`config.mk`:
```
export PLATFORM = sky130hd
export DESIGN_NAME = pipe_ctrl
export DESIGN_NICKNAME = d
export VERILOG_FILES = /design/src/rtl/pipe_ctrl_pkg.sv /design/src/rtl/pipe_ctrl_lu_detect.sv /design/src/rtl/pipe_ctrl.sv
export SDC_FILE = /design/constraint.sdc
export NUM_CORES = 1
export LEC_CHECK = 0
export CAP_MARGIN = 20
export CELL_PAD_IN_SITES_DETAIL_PLACEMENT = 0
export CELL_PAD_IN_SITES_GLOBAL_PLACEMENT = 1
export CORE_UTILIZATION = 30
export DETAILED_ROUTE_END_ITERATION = 8
export MAX_ROUTING_LAYER = met4
export PLACE_DENSITY_LB_ADDON = 0.12
export SYNTH_ARGS = -nofsm -noshare
export SYNTH_HDL_FRONTEND = slang
export SYNTH_SLANG_ARGS = --single-unit
export TNS_END_PERCENT = 100
```
`constraint.sdc`:
```
create_clock -name clk -period 1.8 [get_ports clk]
set_clock_uncertainty 0.1 [all_clocks]
set_input_delay 0.36 -clock clk [delete_from_list [all_inputs] [get_ports clk]]
set_output_delay 0.36 -clock clk [all_outputs]
set_load 0.005 [all_outputs]
```
`src/rtl/pipe_ctrl_pkg.sv`:
```
// Shared state encoding and default widths for the pipeline hazard controller.
package pipe_ctrl_pkg;

  localparam int REG_AW_DEF = 5;

  typedef enum logic [1:0] {
    RUN      = 2'd0,
    STALL_LU = 2'd1,
    HOLD_MEM = 2'd2,
    FLUSH    = 2'd3
  } pc_state_t;

endpackage

```
`src/rtl/pipe_ctrl_lu_detect.sv`:
```
// Load-use hazard compare: the ID instruction reads the register an EX load is about to write.
module lu_detect
  import pipe_ctrl_pkg::*;
#(
  parameter int REG_AW = REG_AW_DEF
) (
  input  logic [REG_AW-1:0] id_rs1,
  input  logic [REG_AW-1:0] id_rs2,
  input  logic              id_use_rs1,
  input  logic              id_use_rs2,
  input  logic              ex_is_load,
  input  logic [REG_AW-1:0] ex_rd,
  output logic              lu_hazard
);

  // Register 0 is hardwired zero, so a load targeting it never creates a dependency.
  assign lu_hazard = ex_is_load && (ex_rd != '0) &&
                     ((id_use_rs1 && (id_rs1 == ex_rd)) ||
                      (id_use_rs2 && (id_rs2 == ex_rd)));

endmodule

```
`src/rtl/pipe_ctrl.sv`:
```
// Pipeline stall/flush controller with saturating stall and flush counters.
//
// state    | meaning
// ---------+-----------------------------------------------------------
// RUN      | normal flow, all stages advance
// STALL_LU | one bubble inserted after a load-use stall
// HOLD_MEM | whole pipe frozen on mem_busy, taken branch may be pending
// FLUSH    | one cycle after a redirect, wrong-path work already squashed
module pipe_ctrl
  import pipe_ctrl_pkg::*;
#(
  parameter int CNT_W  = 16,
  parameter int REG_AW = REG_AW_DEF
) (
  input  logic              clk,
  input  logic              rst,
  input  logic [REG_AW-1:0] id_rs1,
  input  logic [REG_AW-1:0] id_rs2,
  input  logic              id_use_rs1,
  input  logic              id_use_rs2,
  input  logic              ex_is_load,
  input  logic [REG_AW-1:0] ex_rd,
  input  logic              ex_taken,
  input  logic              mem_busy,
  output logic              pc_en,
  output logic              ifid_en,
  output logic              idex_en,
  output logic              exmem_en,
  output logic              memwb_en,
  output logic              pc_redirect,
  output logic              ifid_flush,
  output logic              idex_flush,
  output logic [1:0]        state_o,
  output logic [CNT_W-1:0]  stall_cnt,
  output logic [CNT_W-1:0]  flush_cnt
);

  pc_state_t state, state_nxt;
  logic      pend_flush, pend_nxt;
  logic      lu_hazard;
  logic      taken_eff;

  lu_detect #(.REG_AW(REG_AW)) u_lu_detect (
    .id_rs1     (id_rs1),
    .id_rs2     (id_rs2),
    .id_use_rs1 (id_use_rs1),
    .id_use_rs2 (id_use_rs2),
    .ex_is_load (ex_is_load),
    .ex_rd      (ex_rd),
    .lu_hazard  (lu_hazard)
  );

  // pend_flush is only ever set while holding, so OR-ing it in covers the HOLD_MEM exit.
  assign taken_eff = ex_taken || pend_flush;

  always_comb begin
    pc_en       = 1'b1;
    ifid_en     = 1'b1;
    idex_en     = 1'b1;
    exmem_en    = 1'b1;
    memwb_en    = 1'b1;
    pc_redirect = 1'b0;
    ifid_flush  = 1'b0;
    idex_flush  = 1'b0;
    state_nxt   = RUN;
    pend_nxt    = pend_flush;
    if (rst) begin
      ifid_flush = 1'b1;
      idex_flush = 1'b1;
      pend_nxt   = 1'b0;
    end else if (mem_busy) begin
      pc_en     = 1'b0;
      ifid_en   = 1'b0;
      idex_en   = 1'b0;
      exmem_en  = 1'b0;
      memwb_en  = 1'b0;
      state_nxt = HOLD_MEM;
      pend_nxt  = pend_flush || ex_taken;
    end else if (taken_eff) begin
      pc_redirect = 1'b1;
      ifid_flush  = 1'b1;
      idex_flush  = 1'b1;
      pend_nxt    = 1'b0;
      state_nxt   = FLUSH;
    end else if (lu_hazard && (state != STALL_LU) && (state != FLUSH)) begin
      pc_en      = 1'b0;
      ifid_en    = 1'b0;
      idex_flush = 1'b1;
      state_nxt  = STALL_LU;
    end
  end

  always_ff @(posedge clk) begin
    if (rst) begin
      state      <= RUN;
      pend_flush <= 1'b0;
    end else begin
      state      <= state_nxt;
      pend_flush <= pend_nxt;
    end
  end

  always_ff @(posedge clk) begin
    if (rst) begin
      stall_cnt <= '0;
      flush_cnt <= '0;
    end else begin
      if (!pc_en && (stall_cnt != '1))
        stall_cnt <= stall_cnt + CNT_W'(1);
      if (pc_redirect && (flush_cnt != '1))
        flush_cnt <= flush_cnt + CNT_W'(1);
    end
  end

  assign state_o = state;

endmodule

```
; ---- Word-level counts from Yosys, hierarchy flattened
; Cells that the tools add are included.
[word_totals]
word_cells = 46
output_inout_bits = 42
register_bits = 35
[op_classes]
n_eq_ne = 6
n_mux = 19
add_sub_neg = 2
reduce_logical = 14
[op_table]
columns = cell, count
row1 = 16-bit by 1-bit adder with 16-bit output (second input constant), 2
row2 = 16-bit != test (second input constant), 2
row3 = 1-bit 2-to-1 mux, 17
row4 = 5-bit == test, 2
row5 = 1-bit logical AND, 8
row6 = 5-bit nonzero test, 1
row7 = 2-bit 2-to-1 mux, 2
row8 = 1-bit logical OR, 2
row9 = 2-bit by 1-bit != test with 1-bit output (second input constant), 1
row10 = 2-bit != test (second input constant), 1
row11 = 2-bit nonzero test, 1
row12 = 2-bit OR reduction, 1
row13 = 1-bit zero test, 1

; ---- Depth between registers and ports, before layout
; Gate-level depths: netlist (run 1).
[depth]
depth_word = 12
mapped_depth = 8
mapped_depth_nobuf = 6

; ---- Modules after synthesis
; From an unflattened synthesis (run 1), not the netlist that was laid out.
[hier_totals]
hier_cells = 224
hier_area_um2 = 1979.4
[by_module_without_submodules]
columns = mod, area_each_um2, cells_each, n_inst
row1 = pipe_ctrl, 1845.5, 207, 1
row2 = lu_detect, 133.9, 17, 1

; ---- Least setup slack after synthesis (run 1)
; No wires, ideal clock.
[synth_timing]
path_kind = input to register
start = in ex_rd[1]
end = reg stall_cnt[7]
required_time_ns = 1.579
arrival_ns = 1.739
slack_ns = -0.160
setup_time_ns = 0.121
cell_stages = 6
n_path_buf = 1
path_cell_list = xnor2_1 -> nand4_1 -> o221a_1 -> buf_6 -> nor4b_1 -> mux2_2
[synth_between]
elab_chain_cells = 12
elab_cells_between_ends = 16
[synth_rtl]
columns = item, line
row1 = "start, declared", pipe_ctrl.sv:22  ; input logic [REG_AW-1:0] ex_rd,
row2 = 5-bit == test (on tied branches), "pipe_ctrl_lu_detect.sv:18, pipe_ctrl_lu_detect.sv:19"
row3 = 1-bit logical AND (on tied branches), "pipe_ctrl_lu_detect.sv:18, pipe_ctrl_lu_detect.sv:19"
row4 = 1-bit logical OR, pipe_ctrl_lu_detect.sv:18  ; ((id_use_rs1 && (id_rs1 == ex_rd)) ||
row5 = 1-bit logical AND (*), pipe_ctrl_lu_detect.sv:17  ; assign lu_hazard = ex_is_load && (ex_rd != '0) &&
row6 = 1-bit logical AND (*) (2 in series), pipe_ctrl.sv:85  ; end else if (lu_hazard && (state != STALL_LU) && (state != FLUSH)) begin
row7 = 1-bit 2-to-1 mux (*), pipe_ctrl.sv:85
row8 = 1-bit 2-to-1 mux (*), pipe_ctrl.sv:79  ; end else if (taken_eff) begin
row9 = 1-bit 2-to-1 mux (*), pipe_ctrl.sv:71  ; end else if (mem_busy) begin
row10 = 1-bit 2-to-1 mux (*), pipe_ctrl.sv:67  ; if (rst) begin
row11 = 1-bit zero test (*), pipe_ctrl.sv:108  ; if (!pc_en && (stall_cnt != '1))
row12 = 1-bit logical AND (*), pipe_ctrl.sv:108
row13 = "end signal, assigned", pipe_ctrl.sv:109  ; stall_cnt <= stall_cnt + CNT_W'(1);
row14 = "end, declared", pipe_ctrl.sv:34  ; output logic [CNT_W-1:0] stall_cnt,
; Mark *: on every way between the ends. The rest lies on a longest branch, timed or not.
; A chain may end at the register's enable or synchronous reset.

; ---- Worst setup path in the final report (run 1)
[layout_timing]
start = in id_rs2[1]
end = reg stall_cnt[13]
[layout_between]
elab_chain_cells = 12
[layout_rtl]
columns = item, line
row1 = "start, declared", pipe_ctrl.sv:18  ; input logic [REG_AW-1:0] id_rs2,
row2 = 5-bit == test, pipe_ctrl_lu_detect.sv:19  ; (id_use_rs2 && (id_rs2 == ex_rd)));
row3 = 1-bit logical AND, pipe_ctrl_lu_detect.sv:19
row4 = 1-bit logical OR, pipe_ctrl_lu_detect.sv:18
row5 = 1-bit logical AND, pipe_ctrl_lu_detect.sv:17
row6 = 1-bit logical AND (2 in series), pipe_ctrl.sv:85
row7 = 1-bit 2-to-1 mux, pipe_ctrl.sv:85
row8 = 1-bit 2-to-1 mux, pipe_ctrl.sv:79
row9 = 1-bit 2-to-1 mux, pipe_ctrl.sv:71
row10 = 1-bit 2-to-1 mux, pipe_ctrl.sv:67
row11 = 1-bit zero test, pipe_ctrl.sv:108
row12 = 1-bit logical AND, pipe_ctrl.sv:108
; No other way between the ends.

==> impl_metrics.tcl, run 1 <==
set metrics [dict create \
    cts_inserted_buffers 5 \
    worst_pin_slew_ns 0.381 \
    layout_commonest_cell "buf_4" \
    synth_fa_ha_area_frac 0.0129 \
    dp_hpwl_mm 4.33 \
    synthFlopType "dfxtp_1" \
    detail_route.vias_per_cell 5.17 \
    slew_viol_final 0 \
    clk_path_buf_depth 2 \
    grt_max_degree 23 \
    cts_sinks 35 \
    synth_nets 255 \
    synth-seq-cells 35 \
    wl_per_cell_um 15.0 \
    grt_pass1_vias 2319 \
    routabilityCongestion 0.784 \
    rsz0062_at_grt "yes" \
    first_pass_iters 4 \
    std_cell_rows 28 \
    cp-end-kind "flop" \
    min-delay-start "rst" \
    finalHoldViolations 0 \
    antenna_found_initial 0 \
    h-tree-depth 2 \
    hold_buffers 0 \
    synth-edff-count 0 \
    async_reset_ff_frac 0 \
    cp_data_required_time_ns 1.93 \
    clk_pin_slew_worst_paths_ns 0.08 \
    synth-seq-area-share 0.360 \
    ir_drop_mv 0.242 \
    crit_arrival_ns 2.11 \
    synth_area_um2 1950 \
    synth_compound_area_frac 0.123 \
    fmax_mhz 505 \
    slew_headroom 0.745 \
    report.final.setup_viol 17 \
    clock_tree.root_cell "clkbuf_8" \
    grt_usage 0.213 \
    synth_mux_area_frac 0.0431 \
    fin_nets 397 \
    status "finished with violations" \
    worstPathMaxFanout 5 \
    numPortBuffers 63 \
    die_h_um 82.6 \
    start_util 0.319 \
    synth_xor_area_frac 0.0990 \
    initialDrtViolationCount 89 \
    timing.hold.ws_ns 0.400 \
    cts_tree "yes" \
    drive_above_1_share 0.477 \
    period_needed_ns 1.98 \
    io_pins 64 \
    setup_ws_ns -0.182 \
    crit_type "primary input to flop" \
    period_share 1.10 \
    worstReg2RegStart "stall_cnt[0]" \
    ys.warnings.count 0 \
    ant_nets 0 \
    final_cell_mix "68 x buf_4, 33 x clkdlybuf4s50_1, 25 x buf_6" \
    drv_cap 0 \
    grt.overflow.total 0 \
    antenna_cells 0 \
    synth_top_family_by_area "simple AND/OR/NAND/NOR gates" \
    violations "setup timing" \
    synth-simple-area-share 0.308 \
    clock_latency_ns 0.28 \
    area.growth.synth_to_final_pct 97.9 \
    place_area_um2 3190 \
    hp-class "primary input to flop" \
    syn_inst 231 \
    nFillCells 520 \
    fin_area_um2 3850 \
    dieWidth_um 82.6 \
    coreArea_um2 6100 \
    power_uw 1750 \
    drc 0 \
    wirelength_mm 6.71 \
    startpoint_type "primary input" \
    synth.avg_cell_area_um2 8.43 \
    startpoint "id_rs2[1]" \
    die_area_um2 6820 \
    p_per_area_nw_per_um2 455 \
    fin_setup_tns_ns -2.15 \
    grt_pass1_wl_mm 10.7 \
    route.vias.total 2318 \
    synth.distinct_cells 42 \
    p_leak_uw 0.00152 \
]
-- cell usage after synthesis (all sizes together) (5+ instances only) --
library cell | number | share of area
a21oi | 12 | 0.031
buf | 8 | 0.037
dfxtp | 35 | 0.36
inv | 5 | 0.0096
mux2i | 5 | 0.026
nand2 | 20 | 0.039
nand3 | 17 | 0.044
nand4 | 11 | 0.035
nor2 | 24 | 0.046
nor4 | 10 | 0.035
o31ai | 7 | 0.027
or4 | 9 | 0.035
xnor2 | 18 | 0.081
-- cell type report --
| class | instances | area (um^2) | share of cell area |
|---|---|---|---|
| Tap cell | 75 | 93.8 | 0.0244 |
| Multi-Input combinational cell | 179 | 1550 | 0.402 |
| Clock inverter | 1 | 5.00 | 0.00130 |
| Clock buffer | 6 | 82.6 | 0.0214 |
| Sequential cell | 35 | 717 | 0.186 |
| Inverter | 5 | 18.8 | 0.00487 |
| Timing Repair Buffer | 147 | 1390 | 0.360 |
-- what timing repair did --
item,CTS,global route
resized for setup,155,33
pin swaps,40,18
setup buffers,18,4
setup endpoints to repair,40,30
gates cloned,3,0
-- registers in the layout, indices dropped and copies added (netlist names) --
| register | flops |
|---|---|
| state_o | 2 |
| stall_cnt | 16 |
| pend_flush | 1 |
| flush_cnt | 16 |
-- cells by family (layout without fill, tap and decap cells) --
kind of cell | Yosys count | in the layout
simple gates | 112 | 112
compound gates | 35 | 35
flops | 35 | 35
xor+xnor | 22 | 22
buf+inv | 17 | 159
mux | 8 | 8
fa+ha+maj | 2 | 2
-- routing by layer --
| metal | global-route usage | wire length [um] | vias up |
|---|---|---|---|
| li1 | - | - | 1141 |
| met1 | 0.250 | 2830 | 1105 |
| met2 | 0.367 | 3420 | 60 |
| met3 | 0.0385 | 330 | 12 |
| met4 | 0.0672 | 120 | 0 |
| met5 | - | 0 | - |
-- worst max-delay path: stages --
cell and delay (ns):
buf_6 0.09, xnor2_2 0.14, nand4_1 0.19, buf_4 0.20, o221a_4 0.30, buf_12 0.16, or4_1 0.53, a21oi_2 0.14
-- per-stage QoR --
step           utilization  setup WS [ns]  instances
6_report             0.632         -0.182        448
2_1_floorplan            -        -0.0693        231
3_3_place_gp         0.524         -0.930        421
3_5_place_dp         0.524         -0.969        421
5_1_grt              0.632         -0.238        448
4_1_cts              0.610         -0.170        445
-- final timing paths --
path	endpoint	slack (ns)	depth (start not counted)
max	stall_cnt[13]	-0.18	8
min	state_o[1]	0.40	3
max reg2reg	stall_cnt[12]	-0.18	8
min reg2reg	flush_cnt[4]	0.45	2
-- power by group --
group | total (uW) | internal (uW) | switching (uW)
Combinational | 377 | 216 | 161
Sequential | 788 | 782 | 5.64
Clock | 588 | 301 | 287
Total | 1750 | 1300 | 454
(Power assumes the default switching activity.)
==> run 2: changes to the inputs <==
--- a/config.mk
+++ b/config.mk
@@ -5,7 +5,7 @@
 export SDC_FILE = /design/constraint.sdc
 export NUM_CORES = 1
 export LEC_CHECK = 0
-export CAP_MARGIN = 20
+export CAP_MARGIN = 0
 export CELL_PAD_IN_SITES_DETAIL_PLACEMENT = 0
 export CELL_PAD_IN_SITES_GLOBAL_PLACEMENT = 1
 export CORE_UTILIZATION = 30
==> constraint.sdc (replaced) <==
create_clock -name clk -period 2.2 [get_ports clk]
set_clock_uncertainty 0.1 [all_clocks]
set_input_delay 0.44 -clock clk [delete_from_list [all_inputs] [get_ports clk]]
set_output_delay 0.44 -clock clk [all_outputs]
set_load 0.005 [all_outputs]
==> run 2 against run 1 <==
Against the previous run: the flow now finishes without violations; total power shrank 24%; core utilization down 10 points; combinational power is 40% lower; worst setup slack better by 0.25 ns; count of clock-buffer cells in the layout unchanged; via count is 7.9% lower; die area did not move; cell area decreased by 16%.
==> impl_metrics.tcl, run 2 (synthesis gave the netlist of run 1 again) <==
set metrics [dict create \
    die_area_um2 6820 \
    grt_usage 0.185 \
    crit_arrival_ns 1.59 \
    h-tree-depth 2 \
    drive_above_1_share 0.286 \
    wl_per_cell_um 14.2 \
    final_cell_mix "49 x buf_4, 41 x clkdlybuf4s50_1, 35 x dfxtp_1" \
    p_per_area_nw_per_um2 415 \
    p_int_uw 979 \
    finalHoldViolations 0 \
    period_share 0.968 \
    cp_data_required_time_ns 1.66 \
    die_h_um 82.6 \
    cts_sinks 35 \
    cts_tree "yes" \
    sw_frac_of_total 0.269 \
    power_frac_seq 0.479 \
    route.vias.total 2136 \
    numPortBuffers 63 \
    antenna_cells 0 \
    std_cell_rows 28 \
    grt_pass1_vias 1996 \
    initialDrtViolationCount 70 \
    hp-class "flop to flop" \
    layout_commonest_cell "buf_4" \
    period_needed_ns 2.13 \
    first_pass_iters 4 \
    report.final.setup_viol 0 \
    io_pins 64 \
    cp-end-kind "output port" \
    slowest_delay_ns 0.50 \
    routabilityCongestion 0.804 \
    status "complete, no violations" \
    grt_pass1_wl_mm 9.27 \
    grt_max_degree 25 \
    hold_buffers 0 \
    combPwrFrac 0.169 \
    clkPwrFrac 0.351 \
    worstPathMaxFanout 3 \
    clock_latency_ns 0.29 \
    clk_pin_slew_worst_paths_ns 0.07 \
    clk_path_buf_depth 2 \
    ir_drop_mv 0.256 \
    slew_viol_final 0 \
    area.growth.synth_to_final_pct 65.9 \
    worst_pin_slew_ns 0.676 \
    detail_route.vias_per_cell 5.11 \
    cts_inserted_buffers 5 \
    timing.hold.ws_ns 0.403 \
    dieWidth_um 82.6 \
    startpoint_type "primary input" \
    grt.overflow.total 0 \
    p_switching_uw 361 \
    coreArea_um2 6100 \
    fin_setup_tns_ns 0 \
    start_util 0.319 \
    slew_headroom 0.546 \
    antenna_found_initial 0 \
    wirelength_mm 5.92 \
    cp_slowest_cell "clkdlybuf4s50_1" \
    fmax_mhz 470 \
    p_leak_uw 0.00119 \
    fin_nets 366 \
    cp_cell_sequence "clkdlybuf4s50_1 > nor2_4 > o21a_1 > buf_4 > inv_1 > dlygate4sd2_1" \
    dp_hpwl_mm 4.23 \
    ant_nets 0 \
    drc 0 \
    drv_cap 0 \
    clock_tree.root_cell "clkbuf_8" \
    crit_type "primary input to output port" \
]
==> run 2: cell count changes in the layout (fill, tap and decap cells not counted), sizes merged <==
cell,previous run,this run
buf,101,55
clkbuf,7,14
clkdlybuf4s15,2,3
o221a,1,2
dlygate4sd2,9,7
clkdlybuf4s50,33,41
clkinvlp,0,1
==> run 2: critical path, delay by kind of cell <==
kind	cells	cell delay [ns]
buffers and inverters	4	0.91
AOI/OAI and AO/OA	1	0.18
and+or+nand+nor	1	0.05
==> run 2: cell type report <==
cell class	instances	area (um^2)
clock buffers	6	72.6
repair buffers	115	980
fillers	606	2870
well taps	75	93.8
flip-flops and latches	35	701
clock inverters	2	12.5
multi-input cells	180	1350
inverters	5	18.8
==> run 2: worst paths after layout <==
check	cells past startpoint	endpoint	slack, ns	start
max reg2reg	6	stall_cnt[7]	0.19	stall_cnt[3]
min reg2reg	2	flush_cnt[4]	0.40	flush_cnt[4]
max	6	ifid_flush	0.07	ex_taken
min	2	flush_cnt[4]	0.40	flush_cnt[4]
==> run 2: repair_timing <==
action                     in CTS  in global routing
cloned                          1                  0
resized for setup              54                 33
buffers inserted                6                  2
pin swaps                      20                 20
setup endpoints to repair      28                 27
==> run 2: power by group through the flow <==
stage / logic [uW] / clock network [uW] / registers, uW
floorplan: 84.9 / 0 / 660
detailed placement: 208 / 0 / 657
global route: 246 / 517 / 643
finish: 227 / 471 / 642
CTS: 220 / 489 / 642
global placement: 208 / 0 / 657
==> run 2: metrics by stage <==
step / util / std cells / area, um^2 / total power (uW) / setup slack (ns)
global placement: 0.483 / 403 / 2940 / 864 / -0.696
finish: 0.530 / 418 / 3230 / 1340 / 0.0710
detailed placement: 0.483 / 403 / 2940 / 865 / -0.697
floorplan: - / 231 / 1950 / 744 / 0.160
CTS: 0.516 / 417 / 3150 / 1350 / -0.172
global route: 0.530 / 418 / 3230 / 1410 / -0.00211
==> run 2: routing by layer <==
metal | vias up | wire length (um) | track usage
met5 | - | 0 | -
met2 | 56 | 2850 | 0.307
met1 | 993 | 2610 | 0.223
met3 | 4 | 413 | 0.0516
met4 | 0 | 44 | 0.0431
li1 | 1083 | - | -
